<file path="src/rtl/rvc_inst_aligner.sv">
// Splits word-aligned 32-bit fetch words into 16/32-bit instructions for the RVC decoder.
// Latency: a word accepted at edge N shows its first instruction on dec_* after edge N+1.
// Backpressure: dec_* holds while !dec_ready_i; fetch_ready_o drops until the buffered word is consumed.
module rvc_inst_aligner #(
    parameter int PC_WIDTH = 64
) (
    input  logic                clk,
    input  logic                rst,
    input  logic                fetch_valid_i,
    output logic                fetch_ready_o,
    input  logic [31:0]         fetch_data_i,
    input  logic [PC_WIDTH-1:0] fetch_pc_i,
    input  logic                redirect_i,
    input  logic [PC_WIDTH-1:0] redirect_pc_i,
    output logic                dec_valid_o,
    input  logic                dec_ready_i,
    output logic [31:0]         dec_inst_o,
    output logic                dec_is_rv_o,
    output logic [PC_WIDTH-1:0] dec_pc_o
);

    logic                wb_valid;
    logic [31:0]         wb_data;
    logic [PC_WIDTH-1:0] wb_pc;
    logic                wb_ptr;
    logic                hold_valid;
    logic [15:0]         hold_hw;
    logic [PC_WIDTH-1:0] hold_pc;
    logic                skip_lo;

    logic                out_free;
    logic [15:0]         lo_hw;
    logic [15:0]         hi_hw;
    logic                lo_rv;
    logic                hi_rv;
    logic [PC_WIDTH-1:0] pc_plus2;

    logic                emit;
    logic [31:0]         emit_inst;
    logic                emit_rv;
    logic [PC_WIDTH-1:0] emit_pc;
    logic                consume;
    logic                hold_move;
    logic                take_hold;
    logic                adv_ptr;
    logic                fetch_fire;

    // Only the halfword-offset bit of the redirect target matters here.
    logic unused_redirect_bits;
    assign unused_redirect_bits = ^{redirect_pc_i[PC_WIDTH-1:2], redirect_pc_i[0]};

    assign out_free = !dec_valid_o || dec_ready_i;
    assign lo_hw    = wb_data[15:0];
    assign hi_hw    = wb_data[31:16];
    assign lo_rv    = (lo_hw[1:0] == 2'b11);
    assign hi_rv    = (hi_hw[1:0] == 2'b11);
    assign pc_plus2 = wb_pc + PC_WIDTH'(2);

    always_comb begin
        emit      = 1'b0;
        emit_inst = 32'h0;
        emit_rv   = 1'b0;
        emit_pc   = '0;
        consume   = 1'b0;
        hold_move = 1'b0;
        take_hold = 1'b0;
        adv_ptr   = 1'b0;
        if (wb_valid) begin
            if (hold_valid) begin
                // Second half of a straddling instruction lives in the low half of this word.
                if (out_free) begin
                    emit      = 1'b1;
                    emit_inst = {lo_hw, hold_hw};
                    emit_rv   = 1'b1;
                    emit_pc   = hold_pc;
                    take_hold = 1'b1;
                    adv_ptr   = 1'b1;
                end
            end else if (!wb_ptr) begin
                if (out_free) begin
                    emit    = 1'b1;
                    emit_pc = wb_pc;
                    if (lo_rv) begin
                        emit_inst = wb_data;
                        emit_rv   = 1'b1;
                        consume   = 1'b1;
                    end else begin
                        emit_inst = {16'h0, lo_hw};
                        adv_ptr   = 1'b1;
                    end
                end
            end else if (hi_rv) begin
                // Parking the low half needs no output slot, so it ignores backpressure.
                hold_move = 1'b1;
                consume   = 1'b1;
            end else if (out_free) begin
                emit      = 1'b1;
                emit_inst = {16'h0, hi_hw};
                emit_pc   = pc_plus2;
                consume   = 1'b1;
            end
        end
    end

    assign fetch_ready_o = !rst && !redirect_i && (!wb_valid || consume);
    assign fetch_fire    = fetch_valid_i && fetch_ready_o;

    always_ff @(posedge clk) begin
        if (rst) begin
            wb_valid    <= 1'b0;
            wb_data     <= 32'h0;
            wb_pc       <= '0;
            wb_ptr      <= 1'b0;
            hold_valid  <= 1'b0;
            hold_hw     <= 16'h0;
            hold_pc     <= '0;
            skip_lo     <= 1'b0;
            dec_valid_o <= 1'b0;
            dec_inst_o  <= 32'h0;
            dec_is_rv_o <= 1'b0;
            dec_pc_o    <= '0;
        end else if (redirect_i) begin
            wb_valid    <= 1'b0;
            hold_valid  <= 1'b0;
            dec_valid_o <= 1'b0;
            skip_lo     <= redirect_pc_i[1];
        end else begin
            if (emit) begin
                dec_valid_o <= 1'b1;
                dec_inst_o  <= emit_inst;
                dec_is_rv_o <= emit_rv;
                dec_pc_o    <= emit_pc;
            end else if (out_free) begin
                dec_valid_o <= 1'b0;
            end

            if (take_hold) begin
                hold_valid <= 1'b0;
            end else if (hold_move) begin
                hold_valid <= 1'b1;
                hold_hw    <= hi_hw;
                hold_pc    <= pc_plus2;
            end

            if (adv_ptr) begin
                wb_ptr <= 1'b1;
            end

            // A new word overrides any pointer update from the word it replaces.
            if (fetch_fire) begin
                wb_valid <= 1'b1;
                wb_data  <= fetch_data_i;
                wb_pc    <= fetch_pc_i;
                wb_ptr   <= skip_lo;
                skip_lo  <= 1'b0;
            end else if (consume) begin
                wb_valid <= 1'b0;
            end
        end
    end

endmodule

</file>
<file path="config.mk">
export PLATFORM = sky130hd
export DESIGN_NAME = rvc_inst_aligner
export DESIGN_NICKNAME = d
export VERILOG_FILES = /design/src/rtl/rvc_inst_aligner.sv
export SDC_FILE = /design/constraint.sdc
export NUM_CORES = 1
export LEC_CHECK = 0
export ABC_AREA = 1
export BUFFER_PORTS_ARGS = -buffer_cell sky130_fd_sc_hd__buf_2
export CAP_MARGIN = 20
export CELL_PAD_IN_SITES_DETAIL_PLACEMENT = 0
export CELL_PAD_IN_SITES_GLOBAL_PLACEMENT = 2
export CORE_ASPECT_RATIO = 2
export CORE_MARGIN = 10
export CORE_UTILIZATION = 33
export DETAILED_ROUTE_END_ITERATION = 10
export PLACE_DENSITY = 0.92
export RECOVER_POWER = 50
export SETUP_SLACK_MARGIN = 0.2
export SLEW_MARGIN = 15
export SYNTH_ARGS = -nofsm -noshare
export SYNTH_HDL_FRONTEND = slang
export SYNTH_SLANG_ARGS = --single-unit
</file>
<file path="constraint.sdc">
create_clock -name clk -period 3.75 [get_ports clk]
set_input_delay 0 -clock clk [delete_from_list [all_inputs] [get_ports clk]]
set_output_delay 0 -clock clk [all_outputs]
set_load 0.02 [all_outputs]
</file>
# ---- Word-level counts from Yosys, hierarchy flattened
# Index checks and enable logic that the tools add are counted.
# Widths: inputs -> output; s select.
dict set report totals {
  out_inout_bits 99
  elab_cells 84
  reg_bits 278
  input_bits 165
}
dict set report op_classes {
  n_eq_ne 2
  muxes 48
  reduce_logical 19
  n_addsub 1
  bitwise 2
}
# op count
set ops {}
lappend ops {{$mux 64} 7}
lappend ops {{$mux 32} 6}
lappend ops {{$add 64x2->64 const B} 1}
lappend ops {{$mux 1} 33}
lappend ops {{$mux 16} 2}
lappend ops {{$reduce_bool 2->1} 4}
lappend ops {{$reduce_and 2->1} 3}
lappend ops {{$eq 2x2->1 const B} 2}
lappend ops {{$logic_not 1->1} 4}
lappend ops {{$logic_and 1x1->1} 3}
lappend ops {{$reduce_and 3->1} 1}
lappend ops {{$reduce_or 3->1} 1}
lappend ops {{$logic_or 1x1->1} 2}
lappend ops {{$not 1->1} 2}
lappend ops {{$reduce_or 2->1} 1}

# ---- Logic depth before layout (Yosys ltp)
dict set report logic_depth {
  ltp_word 12
  ltp_mapped 12
  ltp_nobuf 12
}

# ---- Least setup slack after synthesis
# Ideal clock, no wire load.
dict set report synth_path {
  kind {register -> register}
  start {reg dec_valid_o}
  end {reg wb_pc[28]}
  setup_time_ns 0.119
  t_required_ns 3.631
  setup_slack_ns 2.051
  synth_period_minus_slack_ns 1.699
  n_path_buf 3
  path_stages_with_launch 11
  t_arrival_ns 1.580
  path_cell_list {dfxtp_1 -> inv_1 -> nor2_2 -> buf_4 -> inv_2 -> a31oi_4 -> nor2_4 -> nand2_2 -> buf_2 -> buf_2 -> a21oi_1}
}
dict set report synth_between {
  elab_chain_cells 11
  elab_cells_between_ends 12
  classes_between {6 x mux; 6 x reduce/logical}
}
# element line
set synth_lines {}
lappend synth_lines {{start, declared} 15} ;# output logic dec_valid_o,
lappend synth_lines {{start signal, assigned} 118} ;# dec_valid_o <= 1'b0;
lappend synth_lines {{start signal, assigned} 125} ;# dec_valid_o <= 1'b0;
lappend synth_lines {{start signal, assigned} 129} ;# dec_valid_o <= 1'b1;
lappend synth_lines {{$logic_not 1->1 *} 52} ;# assign out_free = !dec_valid_o || dec_ready_i;
lappend synth_lines {{$logic_or 1x1->1 *} 52}
lappend synth_lines {{$mux 1} 96} ;# end else if (out_free) begin
lappend synth_lines {{$mux 1} 92} ;# end else if (hi_rv) begin
lappend synth_lines {{$mux 1 *} 79} ;# end else if (!wb_ptr) begin
lappend synth_lines {{$mux 1 *} 69} ;# if (hold_valid) begin
lappend synth_lines {{$mux 1 *} 68} ;# if (wb_valid) begin
lappend synth_lines {{$logic_or 1x1->1 *} 105} ;# assign fetch_ready_o = !rst && !redirect_i && (!wb_valid || consume);
lappend synth_lines {{$logic_and 1x1->1 *} 105}
lappend synth_lines {{$logic_and 1x1->1 *} 106} ;# assign fetch_fire = fetch_valid_i && fetch_ready_o;
lappend synth_lines {{$reduce_and 2->1 (no source line) *} n/a}
lappend synth_lines {{end signal, assigned} 153} ;# wb_pc <= fetch_pc_i;
lappend synth_lines {{end, declared} 24} ;# logic [PC_WIDTH-1:0] wb_pc;
# Every way passes the cells marked *; elsewhere a longest branch is shown, timed or not.
# A chain may end at the register's enable or synchronous reset.

# ---- Worst setup path after layout
dict set report layout_path {
  start {reg hold_valid}
  end {reg dec_pc_o[11]}
}
dict set report layout_between {
  elab_chain_cells 3
  elab_cells_between_ends 5
  classes_between {4 x mux; 1 x reduce/logical}
}
# element line
set layout_lines {}
lappend layout_lines {{start, declared} 26} ;# logic hold_valid;
lappend layout_lines {{start signal, assigned} 114} ;# hold_valid <= 1'b0;
lappend layout_lines {{start signal, assigned} 124} ;# hold_valid <= 1'b0;
lappend layout_lines {{start signal, assigned} 138} ;# hold_valid <= 1'b0;
lappend layout_lines {{$mux 1} 69}
lappend layout_lines {{$mux 1} 68}
lappend layout_lines {{$reduce_and 2->1 (no source line)} n/a}
lappend layout_lines {{end signal, assigned} 132} ;# dec_pc_o <= emit_pc;
lappend layout_lines {{end, declared} 19} ;# output logic [PC_WIDTH-1:0] dec_pc_o
# Parallel ways exist; a longest one is shown, timed or not.

==> summary.md <==
| Metric | Value |
|---|---|
| Outcome | complete, but fails checks |
| Failing checks | max-capacitance violations, max-slew violations |
| Clock Root Buffer | clkbuf_16 |
| Hold Path Class | input pin to register |
| Vias per cell | around 5.2 |
| Post-Route WL | ~60 mm |
| Core ar. | about 0.041 mm^2 |
| Worst Clk Skew | about 13 ps |
| Worst hold start | dec_ready_i |
| Kind of end point of the critical path | register |
| Area contributors post-synth | dfxtp_1, a21oi_1, nand2_1, o21ai_0, inv_1 |
| Peak supply drop | roughly 0.00034 V |
| Global route overflow | 0 |
| Max H-tree Level | 1 |
| TritonCTS Sinks | around 280 |
| Leak | roughly 6.7 nW |
| R2R setup slack | 540 ps |
| Die X | 164 um |
| Crit path launch type | register |
| Pwr/cell area | 397 mW/mm^2 |
| Initial Util | 0.333 |
| Detailed placement HPWL | 43.4 mm |
| Post-route DRC | 0 |
| Num CTS Buffers | 27 |
| Vias in the first global route | ~15000 |
| Synth Warn # | 0 |
| Final Hold Viols | 0 |
| First-pass GRT wire length | between 80 and 90 mm |
| Setup Total Neg Slack | 0 ps |
| Worst-Skew Late Latency | 560 ps |
| Crit path arrival time | approximately 3700 ps |
| Synthesized cell area | between 0.01 and 0.015 mm^2 |
| Worst Path Buf+Inv | 4 |
| Routed WL per cell | 21.5 um |
| Largest net degree at the start of global routing | 129 |
| Worst r2r dst | dec_pc_o[11] |
| Worst setup margin | around 540 ps |
| ANT nets after route | 0 |
| Crit-path most repeated cell | buf_4 |
| Initial antenna violation count | 0 |
| Synth Instances | 1965 |
| Antenna fix cells | 0 |
| CTS tree | yes |
| Clock slew at reported path FFs | around 70 ps |
| Fin crit period | between 3000 and 4000 ps |
| # rows | 105 |
| Hold Path Sink | dec_valid_o |
| I/O pin cnt | about 260 |
| Fraction of layout cells with a size suffix above 1 | 0.105 |
| Crit-path max cell delay | 1280 ps |
| Final Wtd Congestion | between 0.9 and 1 |
| Nets | about 2400 |
| Min-Delay Path Depth | 5 |
| Synth cell types | 38 |
| Worst-margin pin slew | between 1500 and 2000 ps |
| Worst R2R Start | hold_valid |
| Hold_ws | between 100 and 150 ps |
| Post-synth top area share | 0.407 |
| Max-slew headroom | -0.112 |
| Worst path required time | roughly 4200 ps |
| Syn Area/Cell | roughly 7.0 um^2 |
| Place WS | about 1100 ps |
| CP Max Fanout | 32 |
| Mapped Nets | between 2000 and 2500 |
| Area Overhead vs Synth | 24.3% |
| R2R cell count | 7 |
| RSZ-0062 raised after global routing | no |
| All-Layer GR Usage | 0.232 |
| Crit-path cells | buf_4 -> inv_2 -> buf_4 -> nor2_2 -> buf_4 -> a21oi_1 -> a21oi_1 |
| Buffer count from post-CTS setup fixing | 0 |
| Die H | roughly 300 um |
| First-pass iteration count of the detailed router | 5 |
| Vias | ~14000 |
| Slowest-stage cell, CP | nor2_2 |
| Yosys reg bits | 278 |
| Critical path type | register to register |
| F_max | just over 300 MHz |
| Crit share post-route | 0.855 |
| DR iter-0 viols | ~720 |
| Fin. max-slew vios | 32 |
| Port bufs | 200 |
| Largest delay contributor family on the critical path | simple AND/OR/NAND/NOR gates |
| Max_cap viols | 1 |
| Post-synthesis sequential area ratio | 0.407 |
| Finish-stage setup viols | 0 |
| Max Buffers Root-to-Sink | 3 |
| Final Total Pwr | between 6 and 7 mW |
| Total die area | about 0.05 mm^2 |
| Area leader, netlist | dfxtp_1 |
-- layout make-up --
type,count,area (um^2)
fillers,4471,24000
well taps,535,669
clock inverters,10,109
flip-flops and latches,278,5570
multi-input cells,1388,6850
repair buffers,352,2360
inverters,168,637
clock buffers,39,791
-- kinds of logic after synthesis --
kind of cell               share of synthesized area
AOI/OAI and AO/OA                              0.281
xor gates and xnor gates                      0.0199
adders and majority gates                   0.000916
buffers and inverters                         0.0904
DFF                                            0.407
and+or+nand+nor                                0.200
-- Yosys cell counts --
library cell,number
nand3_1,82
a41oi_1,1
inv_1,159
nor2_4,7
a31oi_1,8
nor3_1,4
clkinv_1,1
nand4_1,13
nand2_1,346
inv_2,8
ha_1,1
buf_1,4
a211oi_1,2
o21ai_0,254
o21bai_1,22
o21a_1,4
a221oi_1,1
dfxtp_1,278
xor2_1,31
nand3_2,2
o21ai_1,50
buf_4,9
nor2_1,146
o211ai_1,23
buf_6,5
clkbuf_1,80
nand2_4,5
nand3b_1,1
a21oi_2,3
a21oi_1,331
a31oi_4,1
a22oi_1,14
nor3_2,1
nor2_2,14
nand2_2,12
nor2_8,2
o21ai_2,7
buf_2,33
-- what timing repair did --
item / CTS / global route
gates resized for setup: 0 / 0
endpoints found under the hold margin: 101 / 0
endpoints found under the setup margin: 0 / 0
hold buffers: 122 / 0
-- report_power, final --
part,internal (mW),switching (mW)
Clock,1.60,1.24
Combinational,0.291,0.478
Sequential,3.05,0.0796
-- worst max path at each step --
stage | startpoint | end | slack, ps | cells past startpoint
5_1_grt | hold_valid | dec_pc_o[4] | 320 | 7
3_3_place_gp | hold_valid | dec_inst_o[4] | 1110 | 7
2_1_floorplan | dec_valid_o | wb_pc[28] | 2050 | 10
6_report | hold_valid | dec_pc_o[11] | 540 | 7
3_5_place_dp | hold_valid | dec_pc_o[11] | 1090 | 7
4_1_cts | dec_valid_o | skip_lo | 830 | 11
-- placed cells by master (no fill, tap or decap), types with 14 or more instances in the layout --
cell | synthesis | layout
a21oi_1 | 331 | 331
a22oi_1 | 14 | 14
buf_2 | 33 | 102
buf_4 | 9 | 26
clkbuf_1 | 80 | 103
clkbuf_16 | 0 | 27
dfxtp_1 | 278 | 278
dlygate4sd3_1 | 0 | 122
inv_1 | 159 | 159
nand2_1 | 346 | 347
nand3_1 | 82 | 82
nor2_1 | 146 | 147
o211ai_1 | 23 | 23
o21ai_0 | 254 | 254
o21ai_1 | 50 | 50
o21bai_1 | 22 | 22
xor2_1 | 31 | 31
-- metal layers --
layer / routed length [um] / vias up / part of all wire / track usage
li1: - / 7064 / - / -
met1: 20600 / 6683 / 0.35 / 0.223
met2: 32000 / 420 / 0.54 / 0.439
met3: 2550 / 133 / 0.043 / 0.0315
met4: 4420 / 0 / 0.074 / 0.155
met5: 0 / - / 0 / 0
-- worst register-to-register path: cells and delay by family (launching register included) --
family	cells	cell delay, ps
AOI/OAI and AO/OA	2	350
buffers and inverters	4	1170
DFF	1	310
and+or+nand+nor	1	1300
-- metrics by stage --
step                instance area [um^2]  utilization  cells
floorplan                          13700            -   1965
global placement                   15000        0.367   2599
detailed placement                 15000        0.367   2599
CTS                                17200        0.418   2770
global route                       17000        0.414   2770
finish                             17000        0.414   2770
-- sequential cells by signal, indices dropped and copies added, names as in the netlist, 16 cells and up --
signal and flops:
dec_inst_o 32, dec_pc_o 64, hold_hw 16, hold_pc 64
wb_data 32, wb_pc 64
Power figures use the tool's default switching activity.
